===== src/rtl/pov_frame_reader_if.sv =====
// Bus bundle for the POV frame reader: Avalon-MM read port toward the RAM
// and valid/ready pixel stream toward the LED column driver.
interface pov_frame_reader_if #(
  parameter int ADDR_W = 12,
  parameter int DATA_W = 32
);
  logic [ADDR_W-1:0] avm_address;
  logic              avm_read;
  logic              avm_waitrequest;
  logic [DATA_W-1:0] avm_readdata;
  logic              avm_readdatavalid;
  logic [DATA_W-1:0] pix_data;
  logic              pix_valid;
  logic              pix_ready;

  modport master (
    output avm_address,
    output avm_read,
    input  avm_waitrequest,
    input  avm_readdata,
    input  avm_readdatavalid,
    output pix_data,
    output pix_valid,
    input  pix_ready
  );

  modport slave (
    input  avm_address,
    input  avm_read,
    output avm_waitrequest,
    output avm_readdata,
    output avm_readdatavalid,
    input  pix_data,
    input  pix_valid,
    output pix_ready
  );
endinterface


===== src/rtl/pov_frame_reader.sv =====
// Avalon-MM read master fetching a contiguous, wrapping block of pixel words
// into a small show-ahead FIFO that feeds the POV LED stream.
module pov_frame_reader #(
  parameter int ADDR_W     = 12,
  parameter int DATA_W     = 32,
  parameter int MEM_WORDS  = 2560,
  parameter int FIFO_DEPTH = 4
) (
  input  logic              clk,
  input  logic              reset_n,
  input  logic              start,
  input  logic [ADDR_W-1:0] base_addr,
  input  logic [ADDR_W-1:0] word_count,
  output logic              busy,
  output logic              done,
  pov_frame_reader_if.master bus
);
  localparam int PTR_W = $clog2(FIFO_DEPTH);
  localparam int CNT_W = PTR_W + 1;
  localparam logic [ADDR_W-1:0] LAST_ADDR = ADDR_W'(MEM_WORDS - 1);
  localparam logic [CNT_W:0]    OCC_LIMIT = (CNT_W + 1)'(FIFO_DEPTH);

  typedef enum logic [1:0] {IDLE, RUN, DRAIN} state_t;

  state_t state, state_nxt;

  logic [ADDR_W-1:0] addr;
  logic [ADDR_W:0]   count;
  logic [ADDR_W:0]   issued;
  logic [ADDR_W:0]   retired;
  logic [CNT_W-1:0]  outstanding;
  logic [CNT_W-1:0]  fifo_count;
  logic [PTR_W-1:0]  wr_ptr;
  logic [PTR_W-1:0]  rd_ptr;
  logic [DATA_W-1:0] fifo_mem [FIFO_DEPTH];
  logic [CNT_W:0]    occupancy;

  logic rd_req;
  logic accept;
  logic push;
  logic pop;
  logic last_pop;
  logic last_issue;
  logic fifo_empty;
  logic capture;
  logic zero_start;
  logic done_nxt;

  // Occupancy counts every word fetched but not yet consumed, so holding it
  // below FIFO_DEPTH guarantees a slot for each returning beat.
  assign occupancy  = {1'b0, outstanding} + {1'b0, fifo_count};
  assign fifo_empty = (fifo_count == '0);
  assign accept     = rd_req && !bus.avm_waitrequest;
  assign push       = bus.avm_readdatavalid && (outstanding != '0);
  assign pop        = !fifo_empty && bus.pix_ready;
  assign last_pop   = pop && ((retired + (ADDR_W + 1)'(1)) == count);
  assign last_issue = accept && ((issued + (ADDR_W + 1)'(1)) == count);
  assign capture    = (state == IDLE) && start && (word_count != '0);
  assign zero_start = (state == IDLE) && start && (word_count == '0);

  assign bus.avm_address = addr;
  assign bus.avm_read    = rd_req;
  assign bus.pix_valid   = !fifo_empty;
  assign bus.pix_data    = fifo_empty ? '0 : fifo_mem[rd_ptr];
  assign busy            = (state != IDLE);

  always_ff @(posedge clk or negedge reset_n) begin
    if (!reset_n) begin
      state <= IDLE;
      done  <= 1'b0;
    end else begin
      state <= state_nxt;
      done  <= done_nxt;
    end
  end

  always_comb begin
    state_nxt = state;
    rd_req    = 1'b0;
    done_nxt  = 1'b0;
    unique case (state)
      IDLE: begin
        if (capture)    state_nxt = RUN;
        if (zero_start) done_nxt  = 1'b1;
      end
      RUN: begin
        rd_req = (issued != count) && (occupancy < OCC_LIMIT);
        if (last_issue) state_nxt = DRAIN;
      end
      DRAIN: begin
        if (last_pop) begin
          state_nxt = IDLE;
          done_nxt  = 1'b1;
        end
      end
      default: state_nxt = IDLE;
    endcase
  end

  always_ff @(posedge clk or negedge reset_n) begin
    if (!reset_n) begin
      addr    <= '0;
      count   <= '0;
      issued  <= '0;
      retired <= '0;
    end else if (capture) begin
      addr    <= base_addr;
      count   <= {1'b0, word_count};
      issued  <= '0;
      retired <= '0;
    end else begin
      if (accept) begin
        addr   <= (addr == LAST_ADDR) ? '0 : addr + ADDR_W'(1);
        issued <= issued + (ADDR_W + 1)'(1);
      end
      if (pop) retired <= retired + (ADDR_W + 1)'(1);
    end
  end

  always_ff @(posedge clk or negedge reset_n) begin
    if (!reset_n) begin
      wr_ptr      <= '0;
      rd_ptr      <= '0;
      fifo_count  <= '0;
      outstanding <= '0;
    end else begin
      if (push) wr_ptr <= wr_ptr + PTR_W'(1);
      if (pop)  rd_ptr <= rd_ptr + PTR_W'(1);
      unique case ({push, pop})
        2'b10:   fifo_count <= fifo_count + CNT_W'(1);
        2'b01:   fifo_count <= fifo_count - CNT_W'(1);
        default: fifo_count <= fifo_count;
      endcase
      unique case ({accept, push})
        2'b10:   outstanding <= outstanding + CNT_W'(1);
        2'b01:   outstanding <= outstanding - CNT_W'(1);
        default: outstanding <= outstanding;
      endcase
    end
  end

  always_ff @(posedge clk) begin
    if (push) fifo_mem[wr_ptr] <= bus.avm_readdata;
  end

  a_occupancy_bound : assert property (@(posedge clk) disable iff (!reset_n)
    occupancy <= OCC_LIMIT);

  a_no_push_when_full : assert property (@(posedge clk) disable iff (!reset_n)
    push |-> ((fifo_count != CNT_W'(FIFO_DEPTH)) || pop));

  a_hold_under_wait : assert property (@(posedge clk) disable iff (!reset_n)
    (bus.avm_read && bus.avm_waitrequest) |=> (bus.avm_read && $stable(bus.avm_address)));

endmodule


===== src/flat_wrapper.sv =====
// flat-port wrapper written by rule: the top's interface ports become plain ports
module pov_frame_reader_flat 
#(
  parameter int ADDR_W     = 12,
  parameter int DATA_W     = 32,
  parameter int MEM_WORDS  = 2560,
  parameter int FIFO_DEPTH = 4
)
  (clk, reset_n, start, base_addr, word_count, busy, done, bus_avm_address, bus_avm_read, bus_avm_waitrequest, bus_avm_readdata, bus_avm_readdatavalid, bus_pix_data, bus_pix_valid, bus_pix_ready);
  pov_frame_reader_if #(.ADDR_W(ADDR_W), .DATA_W(DATA_W)) bus_i ();
  input  logic clk;
  input  logic reset_n;
  input  logic start;
  input  logic [ADDR_W-1:0] base_addr;
  input  logic [ADDR_W-1:0] word_count;
  output logic busy;
  output logic done;
  output wire logic [$bits(bus_i.avm_address)-1:0] bus_avm_address;
  output wire logic [$bits(bus_i.avm_read)-1:0] bus_avm_read;
  input wire logic [$bits(bus_i.avm_waitrequest)-1:0] bus_avm_waitrequest;
  input wire logic [$bits(bus_i.avm_readdata)-1:0] bus_avm_readdata;
  input wire logic [$bits(bus_i.avm_readdatavalid)-1:0] bus_avm_readdatavalid;
  output wire logic [$bits(bus_i.pix_data)-1:0] bus_pix_data;
  output wire logic [$bits(bus_i.pix_valid)-1:0] bus_pix_valid;
  input wire logic [$bits(bus_i.pix_ready)-1:0] bus_pix_ready;
  assign bus_avm_address = bus_i.avm_address;
  assign bus_avm_read = bus_i.avm_read;
  assign bus_i.avm_waitrequest = bus_avm_waitrequest;
  assign bus_i.avm_readdata = bus_avm_readdata;
  assign bus_i.avm_readdatavalid = bus_avm_readdatavalid;
  assign bus_pix_data = bus_i.pix_data;
  assign bus_pix_valid = bus_i.pix_valid;
  assign bus_i.pix_ready = bus_pix_ready;
  pov_frame_reader #(.ADDR_W(ADDR_W), .DATA_W(DATA_W), .MEM_WORDS(MEM_WORDS), .FIFO_DEPTH(FIFO_DEPTH)) u_core (.clk(clk), .reset_n(reset_n), .start(start), .base_addr(base_addr), .word_count(word_count), .busy(busy), .done(done), .bus(bus_i));
endmodule

===== config.mk =====
export PLATFORM = sky130hd
export DESIGN_NAME = pov_frame_reader_flat
export DESIGN_NICKNAME = d
export VERILOG_FILES = /design/src/rtl/pov_frame_reader_if.sv /design/src/rtl/pov_frame_reader.sv /design/src/flat_wrapper.sv
export SDC_FILE = /design/constraint.sdc
export NUM_CORES = 1
export LEC_CHECK = 0
export BUFFER_PORTS_ARGS = -buffer_cell sky130_fd_sc_hd__buf_2
export CORE_MARGIN = 2
export CORE_UTILIZATION = 59
export CTS_CLUSTER_SIZE = 10
export DETAILED_ROUTE_END_ITERATION = 7
export PLACE_DENSITY = 0.79
export SLEW_MARGIN = 15
export SYNTH_ARGS = -nofsm -noshare
export SYNTH_HDL_FRONTEND = slang
export SYNTH_SLANG_ARGS = --single-unit
export TNS_END_PERCENT = 50

===== constraint.sdc =====
create_clock -name clk -period 7.63 [get_ports clk]
set_input_delay 0.763 -clock clk [delete_from_list [all_inputs] [get_ports clk]]
set_output_delay 0.763 -clock clk [all_outputs]
set_load 0.02 [all_outputs]

Word level (Yosys, flattened, before mapping). Memory sizes are Yosys's and may differ from the RTL's. Cells that the tools add are included. W data, S select, Z words.

Memory bits (writable): 128. Register bits: 63. Input bits: 62. Memories kept: 1. Word-level logic and storage cells: 77.

Memories: u_core.fifo_mem (words 4, bits a word 32, rd ports 1, clocked after Yosys merged registers in 0, write ports 1, RTL line pov_frame_reader.sv:35) `logic [DATA_W-1:0] fifo_mem [FIFO_DEPTH];`.

Add/sub/neg operators: 10. Multiplexer cells: 20. Equal/unequal tests: 13. Reduce and logical (&&, ||, !) cells: 22. Order comparisons: 1.

Operators with widths (count): $mux W13 (4); $mux W12 (3); $mux W32 (1); $add A13 B1 Y13 const B (2); $eq A13 B12 Y1 (2); $ne A13 B12 Y1 (1); $add A12 B1 Y12 const B (1); $eq A12 B12 Y1 const B (1); $logic_not A12 Y1 (1); $pmux W3 S2 (2); $reduce_bool A12 Y1 (1); $reduce_bool A2 Y1 (5); $logic_and A1 B1 Y1 (9); $add A3 B1 Y3 const B (2); $eq A2 B1 Y1 const B (3); $eq A2 B2 Y1 const B (3); $mux W2 (3); $ne A2 B1 Y1 const B (3); $pmux W2 S3 (1); $sub A3 B1 Y3 const B (2); $mux W1 (5); $add A2 B1 Y2 const B (2); $add A3 B3 Y4 (1); $lt A4 B3 Y1 const B (1); 6 further kinds (7).

Depth between registers and ports, before layout.
Depth after elaboration: 8. Depth in mapped cells: 13.

Worst setup path before layout. OpenSTA, ideal clock, no wires.

Path kind: register to register. From: register u_core.count[3]. To: register u_core.outstanding[2]. Period minus slack after synthesis: 2.925 ns. Buffers on the path: 2. Cell stages (with the launch flop): 13. Setup slack: 4.705 ns. Arrival time: 2.846 ns. Data required time: 7.551 ns. Cell sequence: dfrtp_1 xnor2_1 nand4_1 or3_4 o41ai_4 buf_4 buf_6 ha_1 inv_1 fa_1 xor2_1 nor2_1 xor2_1.

Word-level cells in the longest chain between the ends: 6. Elaborated cells between the ends (all ways): 8. Classes of those cells: eq/ne: 3; mux: 2; reduce/logical: 3.

RTL lines: start: declaration (RTL line pov_frame_reader.sv:28) `logic [ADDR_W:0] count;`; start signal: assignment (RTL line pov_frame_reader.sv:108) `count <= {1'b0, word_count};`; $ne A13 B12 Y1 (*) (RTL line pov_frame_reader.sv:87) `rd_req = (issued != count) && (occupancy < OCC_LIMIT);`; $logic_and A1 B1 Y1 (*) (RTL line pov_frame_reader.sv:87); $mux W1 (*) (RTL line pov_frame_reader.sv:81) `unique case (state)`; $logic_and A1 B1 Y1 (*) (RTL line pov_frame_reader.sv:53) `assign accept = rd_req && !bus.avm_waitrequest;`; $eq A2 B1 Y1 / $eq A2 B2 Y1 (equally long branches) (RTL line pov_frame_reader.sv:134) `unique case ({accept, push})`; $pmux W3 S2 / $reduce_bool A2 Y1 (equally long branches); end signal: assignment (RTL line pov_frame_reader.sv:135) `2'b10: outstanding <= outstanding + CNT_W'(1);`; end signal: assignment (RTL line pov_frame_reader.sv:136) `2'b01: outstanding <= outstanding - CNT_W'(1);`; end signal: assignment (RTL line pov_frame_reader.sv:137) `default: outstanding <= outstanding;`; end: declaration (RTL line pov_frame_reader.sv:31) `logic [CNT_W-1:0] outstanding;`.

Mark *: on every way between the ends. The rest lies on a longest branch, timed or not. A chain may end at the register's enable or synchronous reset.

Worst setup path after layout.
From: register u_core.issued[3]. To: register u_core.addr[3], in the netlist u_core.bus.avm_address[3].

Word-level cells in the longest chain between the ends: 5.

RTL lines: start: declaration (RTL line pov_frame_reader.sv:29) `logic [ADDR_W:0] issued;`; start signal: assignment (RTL line pov_frame_reader.sv:114) `issued <= issued + (ADDR_W + 1)'(1);`; $ne A13 B12 Y1 (RTL line pov_frame_reader.sv:87); $logic_and A1 B1 Y1 (RTL line pov_frame_reader.sv:87); $mux W1 (RTL line pov_frame_reader.sv:81); $logic_and A1 B1 Y1 (RTL line pov_frame_reader.sv:53); $reduce_bool A2 Y1 (no source line); end signal: assignment (RTL line pov_frame_reader.sv:107) `addr <= base_addr;`; end signal: assignment (RTL line pov_frame_reader.sv:113) `addr <= (addr == LAST_ADDR) ? '0 : addr + ADDR_W'(1);`; end: declaration (RTL line pov_frame_reader.sv:27) `logic [ADDR_W-1:0] addr;`.

No other way between the ends.

==> impl_results.md <==
- Global-route wire length before repair: 29,300 µm
- Die W: 126 µm
- CP cell instances: xnor2_1 -> nand4_1 -> or3_4 -> o41ai_4 -> buf_4 -> and2_0 -> o21bai_1 -> a221o_1
- Num ports: 110
- Clock sinks: 191
- Critical Path RT: 7.99 ns
- Final min period: 3.54 ns
- Critical R2R Launch: u_core.issued[3]$_DFFE_PN0P_
- Grt total ovfl: 0
- Critical path class: reg -> reg
- GRT Overall Usage: between 20% and 30%
- FFs w/ async S/R, synth: 33.0%
- Synth Area in Simple Gates: a little over an eighth
- Fillers: roughly 980
- ANT cells: 0
- Std-Cell Rows: 44
- Port bufs: roughly 110
- CTS tree: yes
- Most common flop cell mapped by yosys: edfxtp_1
- Drt wl/cell: about 19 µm
- Worst-skew pair later-pin latency: 0.43 ns
- Worst hold slack: 0.499 ns
- Peak supply drop: 0.214 mV
- Compound-Gate Fraction of Synth Area: 5.58%
- Overall Power: 3890 µW
- Cells after Synth: 655
- Commonest cells post-synth: edfxtp_1 (128), dfrtp_1 (63), nand2_1 (59), nor2_1 (45), xnor2_1 (40)
- Ys Warns: 0
- Pins Over Slew Limit: 0
- Clk buf depth: 2
- Routed WL: about 18,000 µm
- CORE AREA: 14,500 µm²
- Die ar.: 15,800 µm²
- Synthesized area: about 8800 µm²
- Nets: roughly 830
- XOR/XNOR Fraction of Synth Area: slightly below 6%
- CTS H-tree depth: 4
- Number of DRC markers in iteration 0: 535
- Clk slew on worst S/H paths: 0.07 ns
- Post-synth EDFFs: 128
- Setup crit start: u_core.issued[3]$_DFFE_PN0P_
- R2r setup slk: ~4.1 ns
- Via/cell ratio: 5.93
- Worst path max stage delay: approximately 0.73 ns
- Final hold violations: 0
- CTS buffer count: 17
- Share of cells above drive strength 1: 23.9%
- Core Util, Final: 68.7%
- Setup Skew: about 0.0087 ns
- DP HPWL: around 12,000 µm
- Post-synthesis mux area share: 8.68%
- Vias: approximately 5,700
- Max_cap viols: 0
- R2R Path End: u_core.bus.avm_address[3]$_DFFE_PN0P_
- Placed Area: 9440 µm²
- Crit start category: flip-flop
- Synth Area in Adders: under 10%
- Post-synth top area share: 43.9%
- Fmax: 283 MHz
- Hold buffer count at cts: 0
- Worst-margin pin slew: about 1.1 ns
- Reg2Reg Depth: 8
- Crit path to: u_core.bus.avm_address[3]$_DFFE_PN0P_
- Top-count cell post-synth: edfxtp_1
- Cts repair resizes: 0
- # DRC: 0
- Syn nets: 730
- Postcts setup bufs: 0
- Period utilisation layout: 46.3%
- Initial Utilization: 60.3%
- RSZ-0062 raised after global routing: no
- Drt pass-1 iters: 5
- Unique cell type count in the Yosys netlist: 57
- CTS Root Cell: clkbuf_16
- Post-route cell area: 9990 µm²
- Tightest Hold Check Type: in -> async
- Remaining antenna violation count: 0
- Final setup fails: 0
- CP max-delay cell: and2_0
- Initial antenna violation count: 0
- Element type at the critical path end: flip-flop
- Largest net degree at the start of global routing: 64
- Main combinational cell family by area after synthesis: simple AND/OR/NAND/NOR gates
- Synth-to-Final Area Change: 14.0%
- Area leader, netlist: edfxtp_1
- Placer Congestion: 0.911
- PD cells: a little under 400 nW/µm²
- Die H: roughly 130 µm
- Data arrival time of the critical path: a little under 4 ns
- Vias in the first global route: between 5,000 and 6,000
- Pleak: 0.00384 µW
- Critical path fanouts, max: 22
- Sequential area share after synthesis: 61.9%
- Syn avg cell area: ~13 µm²
- Status: complete, no violations
- Main area contributors after synthesis: edfxtp_1 (44%), dfrtp_1 (18%), mux4_2 (8.2%)
- Normalized max-slew margin: 26.8%
- Seq cells post-synth: 191
- Total negative setup slack: 0 ns
layer usage:
layer	vias to the layer above	track usage (%)	share of wire [%]
met4	0	7.76	1.6
met5	-	0	0
li1	2613	-	-
met3	23	4.29	5.6
met2	200	39.3	51
met1	2822	32.4	42
critical path: cells and delay by family, from the launching register on:
| family | cells | cell delay (ns) |
|---|---|---|
| AO/OA/AOI/OAI | 3 | 1.06 |
| XOR/XNOR | 1 | 0.26 |
| AND/OR/NAND/NOR | 3 | 1.27 |
| flip-flops | 1 | 0.49 |
| buffers and inverters | 1 | 0.38 |
worst min path at each step:
stage	startpoint	endpoint	depth (start not counted)
CTS	u_core.outstanding[2]$_DFFE_PN0P_	u_core.outstanding[2]$_DFFE_PN0P_	1
finish	reset_n	u_core.retired[7]$_DFFE_PN0P_	2
global route	u_core.outstanding[2]$_DFFE_PN0P_	u_core.outstanding[2]$_DFFE_PN0P_	1
global placement	u_core.rd_ptr[0]$_DFFE_PN0P_	u_core.rd_ptr[0]$_DFFE_PN0P_	1
floorplan	u_core.fifo_count[2]$_DFFE_PN0P_	u_core.fifo_count[2]$_DFFE_PN0P_	1
detailed placement	u_core.fifo_count[2]$_DFFE_PN0P_	u_core.fifo_count[2]$_DFFE_PN0P_	1
registers in the layout, summed over array words and instances, names as in the netlist:
| register | count |
|---|---|
| u_core.fifo_mem | 128 |
| u_core.issued | 13 |
| u_core.retired | 13 |
| u_core.bus.avm_address | 12 |
| u_core.count | 12 |
| u_core.fifo_count | 3 |
| u_core.outstanding | 3 |
| u_core.rd_ptr | 2 |
| u_core.state | 2 |
| u_core.wr_ptr | 2 |
| u_core.done | 1 |
cell families after synthesis:
kind of cell,count (synthesis)
and+or+nand+nor,233
buffers and inverters,53
AOI/OAI and AO/OA,71
xor gates and xnor gates,58
DFF,191
adders and majority gates,13
muxes,36
final cells by class:
cell class | instances | area, µm² | share of cell area [%]
flip-flops and latches | 191 | 5420 | 54.3
multi-input cells | 411 | 3110 | 31.2
repair buffers | 117 | 606 | 6.06
clock buffers | 20 | 437 | 4.37
well taps | 184 | 230 | 2.30
clock inverters | 12 | 111 | 1.11
inverters | 19 | 71.3 | 0.714
cells in the final DEF, fill, tap and decap left out, types with 4 or more instances in the layout:
| cell | count |
|---|---|
| nor4_1 | 8 |
| a221o_1 | 4 |
| edfxtp_1 | 128 |
| and3_1 | 10 |
| ha_1 | 11 |
| o21ai_0 | 15 |
| o21ai_1 | 11 |
| mux2i_1 | 4 |
| dfrtp_1 | 61 |
| buf_4 | 8 |
| nand2b_1 | 7 |
| and2_1 | 39 |
| clkbuf_16 | 17 |
| mux4_2 | 32 |
| o31ai_1 | 7 |
| nand2_1 | 59 |
| nor2_1 | 45 |
| a21oi_1 | 8 |
| xor2_1 | 18 |
| xnor2_1 | 40 |
| buf_2 | 109 |
| a31oi_1 | 4 |
| nand4_1 | 9 |
| nor3_1 | 18 |
| nand3_1 | 21 |
| inv_1 | 18 |
metrics by stage:
stage          cells  setup WS [ns]
3_3_place_gp     922           4.28
3_5_place_dp     922           4.13
4_1_cts          954           4.10
6_report         954           4.09
5_1_grt          954           3.90
2_1_floorplan    655           4.70
report_power, final:
part	internal (µW)	total (µW)	switching (µW)
Clock	452	827	375
Combinational	640	1480	839
Sequential	1370	1590	217
Total	2460	3890	1430
(Power assumes the default switching activity.)
